--- src/rtl/ex_pkg.sv ---
// ============================================================================
// Module : ex_pkg
// Desc   : Shared encodings for the execute stage (ALU ctrl, M-ext ops, FSM).
// Rev    : 1.0
// ============================================================================
`default_nettype none

package ex_pkg;

  localparam int XLEN_DEF = 32;

  typedef enum logic [4:0] {
    ALU_ADD   = 5'd0,
    ALU_SUB   = 5'd1,
    ALU_EQU   = 5'd2,
    ALU_NEQ   = 5'd3,
    ALU_SLT   = 5'd4,
    ALU_SGE   = 5'd5,
    ALU_SLTU  = 5'd6,
    ALU_SGEU  = 5'd7,
    ALU_XOR   = 5'd8,
    ALU_OR    = 5'd9,
    ALU_SLL   = 5'd10,
    ALU_SRL   = 5'd11,
    ALU_SRA   = 5'd12,
    ALU_AND   = 5'd13,
    ALU_NO_OP = 5'd14
  } alu_ctrl_e;

  // Matches RV32M funct3, so bit 2 selects divide and bit 1 selects remainder.
  typedef enum logic [2:0] {
    MD_MUL    = 3'd0,
    MD_MULH   = 3'd1,
    MD_MULHSU = 3'd2,
    MD_MULHU  = 3'd3,
    MD_DIV    = 3'd4,
    MD_DIVU   = 3'd5,
    MD_REM    = 3'd6,
    MD_REMU   = 3'd7
  } md_op_e;

  typedef enum logic [0:0] {
    S_IDLE = 1'b0,
    S_CALC = 1'b1
  } state_e;

endpackage

`default_nettype wire

--- src/rtl/ex_md_iter.sv ---
// ============================================================================
// Module : ex_md_iter
// Desc   : Iterative RV32M datapath: shift-add multiply, restoring divide.
// Rev    : 1.0
// ============================================================================
`default_nettype none

module ex_md_iter
  import ex_pkg::*;
#(
  parameter int XLEN  = XLEN_DEF,
  parameter int CNT_W = $clog2(XLEN)
) (
  input  logic            clk,
  input  logic            rst_n,
  input  logic            i_start,
  input  logic            i_flush,
  input  logic [2:0]      i_op,
  input  logic [XLEN-1:0] i_a,
  input  logic [XLEN-1:0] i_b,
  output logic            o_fast,
  output logic [XLEN-1:0] o_fast_res,
  output logic            o_busy,
  output logic            o_done,
  output logic [XLEN-1:0] o_result
);

  localparam logic [XLEN-1:0]  C_INT_MIN = {1'b1, {(XLEN-1){1'b0}}};
  localparam logic [CNT_W-1:0] C_LAST    = CNT_W'(XLEN - 1);

  state_e            r_state;
  logic [CNT_W-1:0]  r_cnt;
  logic [2:0]        r_op;
  logic [XLEN-1:0]   r_hi;
  logic [XLEN-1:0]   r_lo;
  logic [XLEN-1:0]   r_m;
  logic              r_neg;
  logic              r_neg_r;

  logic              w_a_sgn, w_b_sgn, w_a_neg, w_b_neg;
  logic [XLEN-1:0]   w_a_mag, w_b_mag;
  logic              w_div0, w_ovf;
  logic [XLEN:0]     w_sum, w_shift, w_diff;
  logic              w_qbit;
  logic [XLEN-1:0]   w_nhi, w_nlo;
  logic [2*XLEN-1:0] w_prod;

  always_comb begin
    w_a_sgn = (i_op != MD_MULHU) && (i_op != MD_DIVU) && (i_op != MD_REMU);
    w_b_sgn = w_a_sgn && (i_op != MD_MULHSU);
    w_a_neg = w_a_sgn && i_a[XLEN-1];
    w_b_neg = w_b_sgn && i_b[XLEN-1];
    w_a_mag = w_a_neg ? -i_a : i_a;
    w_b_mag = w_b_neg ? -i_b : i_b;

    w_div0 = i_op[2] && (i_b == '0);
    w_ovf  = ((i_op == MD_DIV) || (i_op == MD_REM)) && (i_a == C_INT_MIN) && (i_b == '1);
    o_fast = w_div0 || w_ovf;
    if (w_div0) o_fast_res = i_op[1] ? i_a : '1;
    else        o_fast_res = i_op[1] ? '0 : i_a;
  end

  // One iteration: multiply adds into the high half then shifts right,
  // divide shifts the dividend into the partial remainder and trial-subtracts.
  always_comb begin
    w_sum   = {1'b0, r_hi} + (r_lo[0] ? {1'b0, r_m} : '0);
    w_shift = {r_hi, r_lo[XLEN-1]};
    w_diff  = w_shift - {1'b0, r_m};
    w_qbit  = ~w_diff[XLEN];
    if (r_op[2]) begin
      w_nhi = w_qbit ? w_diff[XLEN-1:0] : w_shift[XLEN-1:0];
      w_nlo = {r_lo[XLEN-2:0], w_qbit};
    end else begin
      w_nhi = w_sum[XLEN:1];
      w_nlo = {w_sum[0], r_lo[XLEN-1:1]};
    end

    w_prod = {w_nhi, w_nlo};
    if (r_neg) w_prod = -w_prod;
    if (!r_op[2])     o_result = (r_op == MD_MUL) ? w_prod[XLEN-1:0] : w_prod[2*XLEN-1:XLEN];
    else if (!r_op[1]) o_result = r_neg   ? -w_nlo : w_nlo;
    else               o_result = r_neg_r ? -w_nhi : w_nhi;
  end

  assign o_busy = (r_state == S_CALC);
  assign o_done = o_busy && (r_cnt == C_LAST);

  always_ff @(posedge clk) begin
    if (!rst_n) begin
      r_state <= S_IDLE;
      r_cnt   <= '0;
      r_op    <= '0;
      r_hi    <= '0;
      r_lo    <= '0;
      r_m     <= '0;
      r_neg   <= 1'b0;
      r_neg_r <= 1'b0;
    end else if (i_flush) begin
      r_state <= S_IDLE;
      r_cnt   <= '0;
    end else begin
      case (r_state)
        S_IDLE: begin
          if (i_start) begin
            r_state <= S_CALC;
            r_cnt   <= '0;
            r_op    <= i_op;
            r_hi    <= '0;
            r_lo    <= i_op[2] ? w_a_mag : w_b_mag;
            r_m     <= i_op[2] ? w_b_mag : w_a_mag;
            r_neg   <= w_a_neg ^ w_b_neg;
            r_neg_r <= w_a_neg;
          end
        end
        S_CALC: begin
          r_hi  <= w_nhi;
          r_lo  <= w_nlo;
          r_cnt <= r_cnt + 1'b1;
          if (r_cnt == C_LAST) begin
            r_state <= S_IDLE;
            r_cnt   <= '0;
          end
        end
      endcase
    end
  end

endmodule

`default_nettype wire

--- src/rtl/ex_stage_md.sv ---
// ============================================================================
// Module : ex_stage_md
// Desc   : Execute stage: single-cycle ALU plus iterative M-unit, valid/ready.
// Rev    : 1.0
// ============================================================================
`default_nettype none

module ex_stage_md
  import ex_pkg::*;
#(
  parameter int XLEN  = XLEN_DEF,
  parameter int CNT_W = $clog2(XLEN)
) (
  input  logic            clk,
  input  logic            rst_n,
  input  logic            in_valid_i,
  output logic            in_ready_o,
  input  logic [XLEN-1:0] op_a_i,
  input  logic [XLEN-1:0] op_b_i,
  input  logic [4:0]      alu_ctrl_i,
  input  logic            md_en_i,
  input  logic [2:0]      md_op_i,
  input  logic [4:0]      reg_waddr_i,
  input  logic            reg_we_i,
  input  logic            btype_flag_i,
  input  logic [XLEN-1:0] btype_jump_pc_i,
  input  logic            flush_i,
  output logic            out_valid_o,
  input  logic            out_ready_i,
  output logic [XLEN-1:0] op_c_o,
  output logic [4:0]      reg_waddr_o,
  output logic            reg_we_o,
  output logic            branch_flag_o,
  output logic [XLEN-1:0] branch_pc_o,
  output logic            busy_o
);

  logic [CNT_W-1:0] w_sh;
  logic             w_lts, w_ltu;
  logic [XLEN-1:0]  w_alu;
  logic             w_accept, w_start, w_load_now;
  logic             w_fast, w_done;
  logic [XLEN-1:0]  w_fast_res, w_md_res;

  logic [4:0]       r_pend_waddr;
  logic             r_pend_we;
  logic [XLEN-1:0]  r_pend_pc;

  always_comb begin
    w_sh  = op_b_i[CNT_W-1:0];
    w_lts = $signed(op_a_i) < $signed(op_b_i);
    w_ltu = op_a_i < op_b_i;
    case (alu_ctrl_i)
      ALU_ADD:  w_alu = op_a_i + op_b_i;
      ALU_SUB:  w_alu = op_a_i - op_b_i;
      ALU_EQU:  w_alu = XLEN'(op_a_i == op_b_i);
      ALU_NEQ:  w_alu = XLEN'(op_a_i != op_b_i);
      ALU_SLT:  w_alu = XLEN'(w_lts);
      ALU_SGE:  w_alu = XLEN'(!w_lts);
      ALU_SLTU: w_alu = XLEN'(w_ltu);
      ALU_SGEU: w_alu = XLEN'(!w_ltu);
      ALU_XOR:  w_alu = op_a_i ^ op_b_i;
      ALU_OR:   w_alu = op_a_i | op_b_i;
      ALU_SLL:  w_alu = op_a_i << w_sh;
      ALU_SRL:  w_alu = op_a_i >> w_sh;
      ALU_SRA:  w_alu = $unsigned($signed(op_a_i) >>> w_sh);
      ALU_AND:  w_alu = op_a_i & op_b_i;
      default:  w_alu = '0;
    endcase
  end

  assign in_ready_o = rst_n && !busy_o && (!out_valid_o || out_ready_i) && !flush_i;
  assign w_accept   = in_valid_i && in_ready_o;
  assign w_start    = w_accept && md_en_i && !w_fast;
  assign w_load_now = w_accept && (!md_en_i || w_fast);

  ex_md_iter #(
    .XLEN  (XLEN),
    .CNT_W (CNT_W)
  ) u_md (
    .clk        (clk),
    .rst_n      (rst_n),
    .i_start    (w_start),
    .i_flush    (flush_i),
    .i_op       (md_op_i),
    .i_a        (op_a_i),
    .i_b        (op_b_i),
    .o_fast     (w_fast),
    .o_fast_res (w_fast_res),
    .o_busy     (busy_o),
    .o_done     (w_done),
    .o_result   (w_md_res)
  );

  // Accepting requires a drain slot, so a load never overwrites pending data.
  always_ff @(posedge clk) begin
    if (!rst_n) begin
      out_valid_o   <= 1'b0;
      op_c_o        <= '0;
      reg_waddr_o   <= '0;
      reg_we_o      <= 1'b0;
      branch_flag_o <= 1'b0;
      branch_pc_o   <= '0;
      r_pend_waddr  <= '0;
      r_pend_we     <= 1'b0;
      r_pend_pc     <= '0;
    end else begin
      if (w_start) begin
        r_pend_waddr <= reg_waddr_i;
        r_pend_we    <= reg_we_i;
        r_pend_pc    <= btype_jump_pc_i;
      end
      if (flush_i) begin
        out_valid_o <= 1'b0;
      end else if (w_load_now) begin
        out_valid_o   <= 1'b1;
        op_c_o        <= md_en_i ? w_fast_res : w_alu;
        reg_waddr_o   <= reg_waddr_i;
        reg_we_o      <= reg_we_i;
        branch_flag_o <= !md_en_i && btype_flag_i && (w_alu != '0);
        branch_pc_o   <= btype_jump_pc_i;
      end else if (w_done) begin
        out_valid_o   <= 1'b1;
        op_c_o        <= w_md_res;
        reg_waddr_o   <= r_pend_waddr;
        reg_we_o      <= r_pend_we;
        branch_flag_o <= 1'b0;
        branch_pc_o   <= r_pend_pc;
      end else if (out_ready_i) begin
        out_valid_o <= 1'b0;
      end
    end
  end

endmodule

`default_nettype wire

--- config.mk ---
export PLATFORM = sky130hd
export DESIGN_NAME = ex_stage_md
export DESIGN_NICKNAME = d
export VERILOG_FILES = /design/src/rtl/ex_pkg.sv /design/src/rtl/ex_md_iter.sv /design/src/rtl/ex_stage_md.sv
export SDC_FILE = /design/constraint.sdc
export NUM_CORES = 2
export LEC_CHECK = 0
export CAP_MARGIN = 20
export CORE_MARGIN = 2
export CORE_UTILIZATION = 42
export DETAILED_ROUTE_END_ITERATION = 12
export GPL_TIMING_DRIVEN = 0
export HOLD_SLACK_MARGIN = 0.12
export PLACE_DENSITY = 0.64
export SYNTH_ARGS = -nofsm -noshare
export SYNTH_HDL_FRONTEND = slang
export SYNTH_SLANG_ARGS = --single-unit
export TNS_END_PERCENT = 30
--- constraint.sdc ---
create_clock -name clk -period 10.48 [get_ports clk]
set_input_delay 2.096 -clock clk [delete_from_list [all_inputs] [get_ports clk]]
set_output_delay 2.096 -clock clk [all_outputs]
set_load 0.02 [all_outputs]
# == Word-level counts from Yosys, hierarchy flattened ==
# Index checks and enable logic that the tools add are counted.
# classes
add_sub_neg,10
n_mul,0
n_div,0
order_cmp,2
n_eq_ne,25
shift,3
muxes,42
n_bitwise,8
reduce_logical,39
# ops
op,n
2-to-1 mux 32 bit,23
case mux 32 bit (14 select lines),1
negator 32 bit,4
case mux 32 bit (2 select lines),2
"== test 32 bit, second input constant",2
< comparator 32 bit,2
2-to-1 mux 64 bit,1
negator 64 bit,1
adder 32 x 33 -> 33 bit,1
subtractor 33 x 32 -> 33 bit,1
adder 32 bit,1
bitwise AND 32 bit,1
== test 32 bit,1
zero test 32 bit,1
inequality test 32 bit,1
bitwise OR 32 bit,1
nonzero test 32 bit,1
left shift 32 x 5 -> 32 bit,1
>> shifter 32 x 5 -> 32 bit,1
>>> shifter 32 x 5 -> 32 bit,1
subtractor 32 bit,1
XOR 32 bit,1
"== test 5 x 4 -> 1 bit, second input constant",6
"== test 5 x 3 -> 1 bit, second input constant",4
24 further kinds,69
# word_totals
ff_bits,217
latchBits,0
ram_bits,0
romBits,0
mem_count,0

# == Longest topological paths before layout ==
# depth
word_depth,9
depth_mapped,24

# == Cells and area by module ==
# Synthesis repeated with hierarchy kept, for this count alone.
# unflattened
cells_unflattened,4206
area_unflattened_um2,29580.9
# modules_own_cells
mod,instances,cells_per_inst,area_each_um2
ex_md_iter,1,2206,15049.4
ex_stage_md,1,2000,14531.4

# == Worst setup path after synthesis ==
# OpenSTA, ideal clock, no wires.
# synth_path
kind,input-to-reg
start,in op_b_i[2]
end,reg branch_flag_o
t_arrival_ns,6.580
t_required_ns,10.349
slack_ns,3.769
path_stages,20
path_buffers,5
cell_sequence,clkbuf_1 -> clkinv_1 -> buf_1 -> clkbuf_1 -> clkbuf_1 -> ha_1 -> clkbuf_1 -> nor2b_1 -> o21a_1 -> o21ai_0 -> a21oi_1 -> a211oi_1 -> o221a_2 -> o22ai_1 -> mux2i_1 -> or4_1 -> nor4_1 -> nand3_1 -> nor4_1 -> a31oi_1
# synth_via
elab_chain_len,7
elab_cells_between_ends,27
classes_between,2 x add/sub; 2 x order compare; 3 x eq/ne; 3 x shift; 2 x mux; 3 x bitwise; 12 x reduce/logical
# synth_lines
element,line_no,source
from (decl),ex_stage_md.sv:19,"input logic [XLEN-1:0] op_b_i,"
"parallel branches: the longest is 7 deep, another holds < comparator 32 bit",-,
to (signal assigned),ex_stage_md.sv:120,branch_flag_o <= !md_en_i && btype_flag_i && (w_alu != '0);
to (decl),ex_stage_md.sv:33,"output logic branch_flag_o,"
# Parallel ways; which one is timed is not known.
# A chain may end at the register's enable or synchronous reset.

# == Worst setup path after layout ==
# layout_path
start,in op_b_i[1]
end,reg op_c_o[26]
# layout_via
elab_chain_len,7
elab_cells_between_ends,18
classes_between,2 x add/sub; 1 x eq/ne; 3 x shift; 4 x mux; 8 x reduce/logical
# layout_lines
element,line_no,source
"parallel branches: the longest is 7 deep, another holds subtractor 32 bit",-,
to (signal assigned),ex_stage_md.sv:117,op_c_o <= md_en_i ? w_fast_res : w_alu;
to (signal assigned),ex_stage_md.sv:124,op_c_o <= w_md_res;
to (decl),ex_stage_md.sv:30,"output logic [XLEN-1:0] op_c_o,"
# Parallel ways; which one is timed is not known.

==> run_results.csv <==
group,metric,value,unit
timing,final.min_clock_period,9852,ps
power,p_total,0.003164,W
place,placed_area,0.03175,mm2
die,pin_count,191,
clock_tree,cts_setup_buffers,0,
yosys,synth_cell_types,108,
grt,gr-total-overflow,0,
place,place_congestion,1.130,
finish,area_growth,13.96,%
clock_tree,cts_made_buffers,24,
clock_tree,cts_sinks,217,
timing,relSlewSlack,13.02,%
worst_setup_path,worst-setup-path-type,"primary input to flip-flop",
clock_tree,cts-resized-gates,0,
timing,setup_ws,628.0,ps
worst_setup_path,crit_chain,"clkdlybuf4s50_1 > clkbuf_1 > clkinv_1 > buf_2 > clkbuf_1 > clkbuf_1 > fa_1 > nor2b_1 > o21a_1 > o21ai_0 > a21oi_1 > o31ai_1 > a21oi_1 > a21oi_1 > a21o_1 > a32oi_1 > nor3_1 > a21oi_1 > o21bai_1 > o31ai_1",
power,p_leak,12.08,nW
die,die_area,0.07038,mm2
worst_setup_path,slowest_stage,"nor3_1",
worst_setup_path,required,10940,ps
yosys,ys_seq_area_share,15.15,%
clock_tree,clk_pin_slew,70,ps
die,rows,95,
power,power.density,96.81,mW/mm2
timing,hold_viol,0,
yosys,netlist_instances,4112,
yosys,avgSynthCellArea,6.974,um2
die,die_width,265.3,um
yosys,synth.cell_area,0.02868,mm2
timing,finalCritPeriodShare,94.01,%
grt,grt_pass1_wl,241.6,mm
hold_path,hold_path.class,"flip-flop to flip-flop",
finish,final_area,0.03268,mm2
clock_tree,clockBufferDepth,3,
timing,slew_viol_final,0,
yosys,synth_edf_count,0,
drt,drc_errors,0,
job,drv_cap,0,
yosys,async_flop_share,0,%
drt,drtIter0Drc,5677,
timing,tightest_slew,1305,ps
worst_setup_path,crit_path_end_kind,"flip-flop",
drt,wl,171.8,mm
grt,antenna_found_initial,5,
worst_setup_path,crit_top_cell,"a21oi_1",
power,vdd_drop_max,98.26,uV
finish,nets,4632,
place,post-dp-hpwl,136.0,mm
drt,vias_per_cell,6.975,
grt,grt_start_max_net_pins,15,
timing,final-setup-viol-count,0,
yosys,synth_nets,4402,
worst_setup_path,critical-path-max-stage-delay,1030,ps
worst_setup_path,start_kind,"primary input",
drt,firstDrtPassIters,8,
clock_tree,cts_tree,"built",
yosys,synth_flop_cell,"dfxtp_1",
finish,final_cell_mix,"nand2_1, nor2_1, a21oi_1",
finish,drive_gt1_share,5.459,%
timing,fin_skew,49.24,ps
drt,route.detailed.wl_per_inst,32.82,um
clock_tree,clock_latency,580,ps
die,core,0.06740,mm2
worst_setup_path,path_buf_inv,6,
timing,rsz0062_at_grt,"no",
drt,vias,36510,
die,die_y,265.3,um
timing,finalSetupTns,0,ps
grt,grt_pass1_vias,33380,
finish,final_common_cell,"nand2_1",
drt,detail-route-antenna-nets,0,
yosys,ys_warn_count,0,
clock_tree,cts_hold_buf,0,
timing,max_freq,101.5,MHz
clock_tree,root_buffer,"clkbuf_16",
worst_setup_path,crit_family,"compound AO/OA/AOI/OAI gates",
die,start_util,42.55,%
place,io_buffers,187,
status,outcome,"finished, final reports clean",
grt,track_usage,46.76,%
clock_tree,cts_htree_levels,1,
worst_setup_path,arrival,10310,ps
yosys,yosys_register_bits,217,
worst_setup_path,cp_max_fo,13,
place,dp_slack,623.4,ps
## where the power goes
part | switching, W | leakage, nW | internal [W]
logic | 0.000925 | 9.90 | 0.000412
registers | 0.0000186 | 1.76 | 0.000844
clock network | 0.000403 | 0.420 | 0.000561
## stage by stage
stage | instances | hold slack [ps] | util, %
final | 5235 | 454.4 | 48.49
after CTS | 5229 | 455.7 | 48.42
after floorplan | 4112 | 436.6 | -
after global placement | 5172 | 441.7 | 46.95
after global routing | 5233 | 475.7 | 48.48
after detailed placement | 5185 | 446.9 | 47.12
## state kept, by name, summed over array words and instances (netlist names)
name and cells:
branch_flag_o 1, u_md.o_busy 1, r_pend_waddr 5, u_md.r_neg_r 1, reg_we_o 1, branch_pc_o 32, r_pend_pc 32, out_valid_o 1
op_c_o 32, u_md.r_cnt 5, u_md.r_lo 32, reg_waddr_o 5, u_md.r_op 3, u_md.r_neg 1, u_md.r_m 32, r_pend_we 1
u_md.r_hi 32
## worst register-to-register path, delay by kind of cell (launching register included)
family                   cells  cell delay (ps)
multiplexers                 1              400
AO/OA/AOI/OAI                9             3260
AND/OR/NAND/NOR              4             1470
buffers and inverters        4             1000
XOR/XNOR                     1               90
flip-flops                   1              390
adder cells (fa/ha/maj)      3             1120
## metal layers
| layer | part of all wire [%] | wire length [um] | vias up | track usage, % |
|---|---|---|---|---|
| met5 | 0.031 | 54 | - | 0 |
| met4 | 10 | 17860 | 8 | 38.36 |
| met3 | 11 | 18720 | 788 | 10.44 |
| met2 | 42 | 71940 | 2753 | 70.74 |
| met1 | 37 | 63250 | 17310 | 56.80 |
| li1 | - | - | 15650 | - |
## synth_stat cells, drive strengths merged, types with 91 or more instances
cell type / n / area [um2]
a21oi: 327 / 1648
clkbuf: 256 / 960.9
dfxtp: 217 / 4344
ha: 169 / 2115
inv: 163 / 611.8
mux2i: 91 / 910.9
nand2: 554 / 2082
nand3: 91 / 455.4
nor2: 446 / 1674
nor3: 98 / 490.5
o211ai: 95 / 718.2
o21ai: 254 / 1271
xnor2: 123 / 1077
## layout make-up
cell class / count / area, um2
clock inverter: 13 / 202.7
fill: 7065 / 34720
timing repair buffer: 204 / 2011
clock buffer: 31 / 676.9
tap: 873 / 1092
antenna: 2 / 5.005
buffer: 332 / 1320
multi-input combinational: 3396 / 22400
inverter: 167 / 626.9
sequential: 217 / 4344
## cell families (layout without fill, tap and decap cells)
group                      count (synthesis)  count (layout)  share of synthesized area, %
and+or+nand+nor                         1516            1516                         24.16
AOI/OAI and AO/OA                       1344            1344                         31.97
buffers and inverters                    499             747                         6.789
DFF                                      217             217                         15.15
adders and majority gates                185             185                         8.072
xor gates and xnor gates                 177             177                         5.406
muxes                                    174             174                         8.451
other                                      0               2                             0
## path summary, 6_finish.rpt
kind / from / end / slack (ps) / depth (start not counted)
hold / removal: r_pend_we / r_pend_we / 450 / 2
hold reg to reg: r_pend_we / r_pend_we / 450 / 2
setup / recovery: op_b_i[1] / op_c_o[26] / 630 / 20
setup reg to reg: u_md.r_lo[31] / op_c_o[20] / 2670 / 22
(Power assumes the default switching activity.)
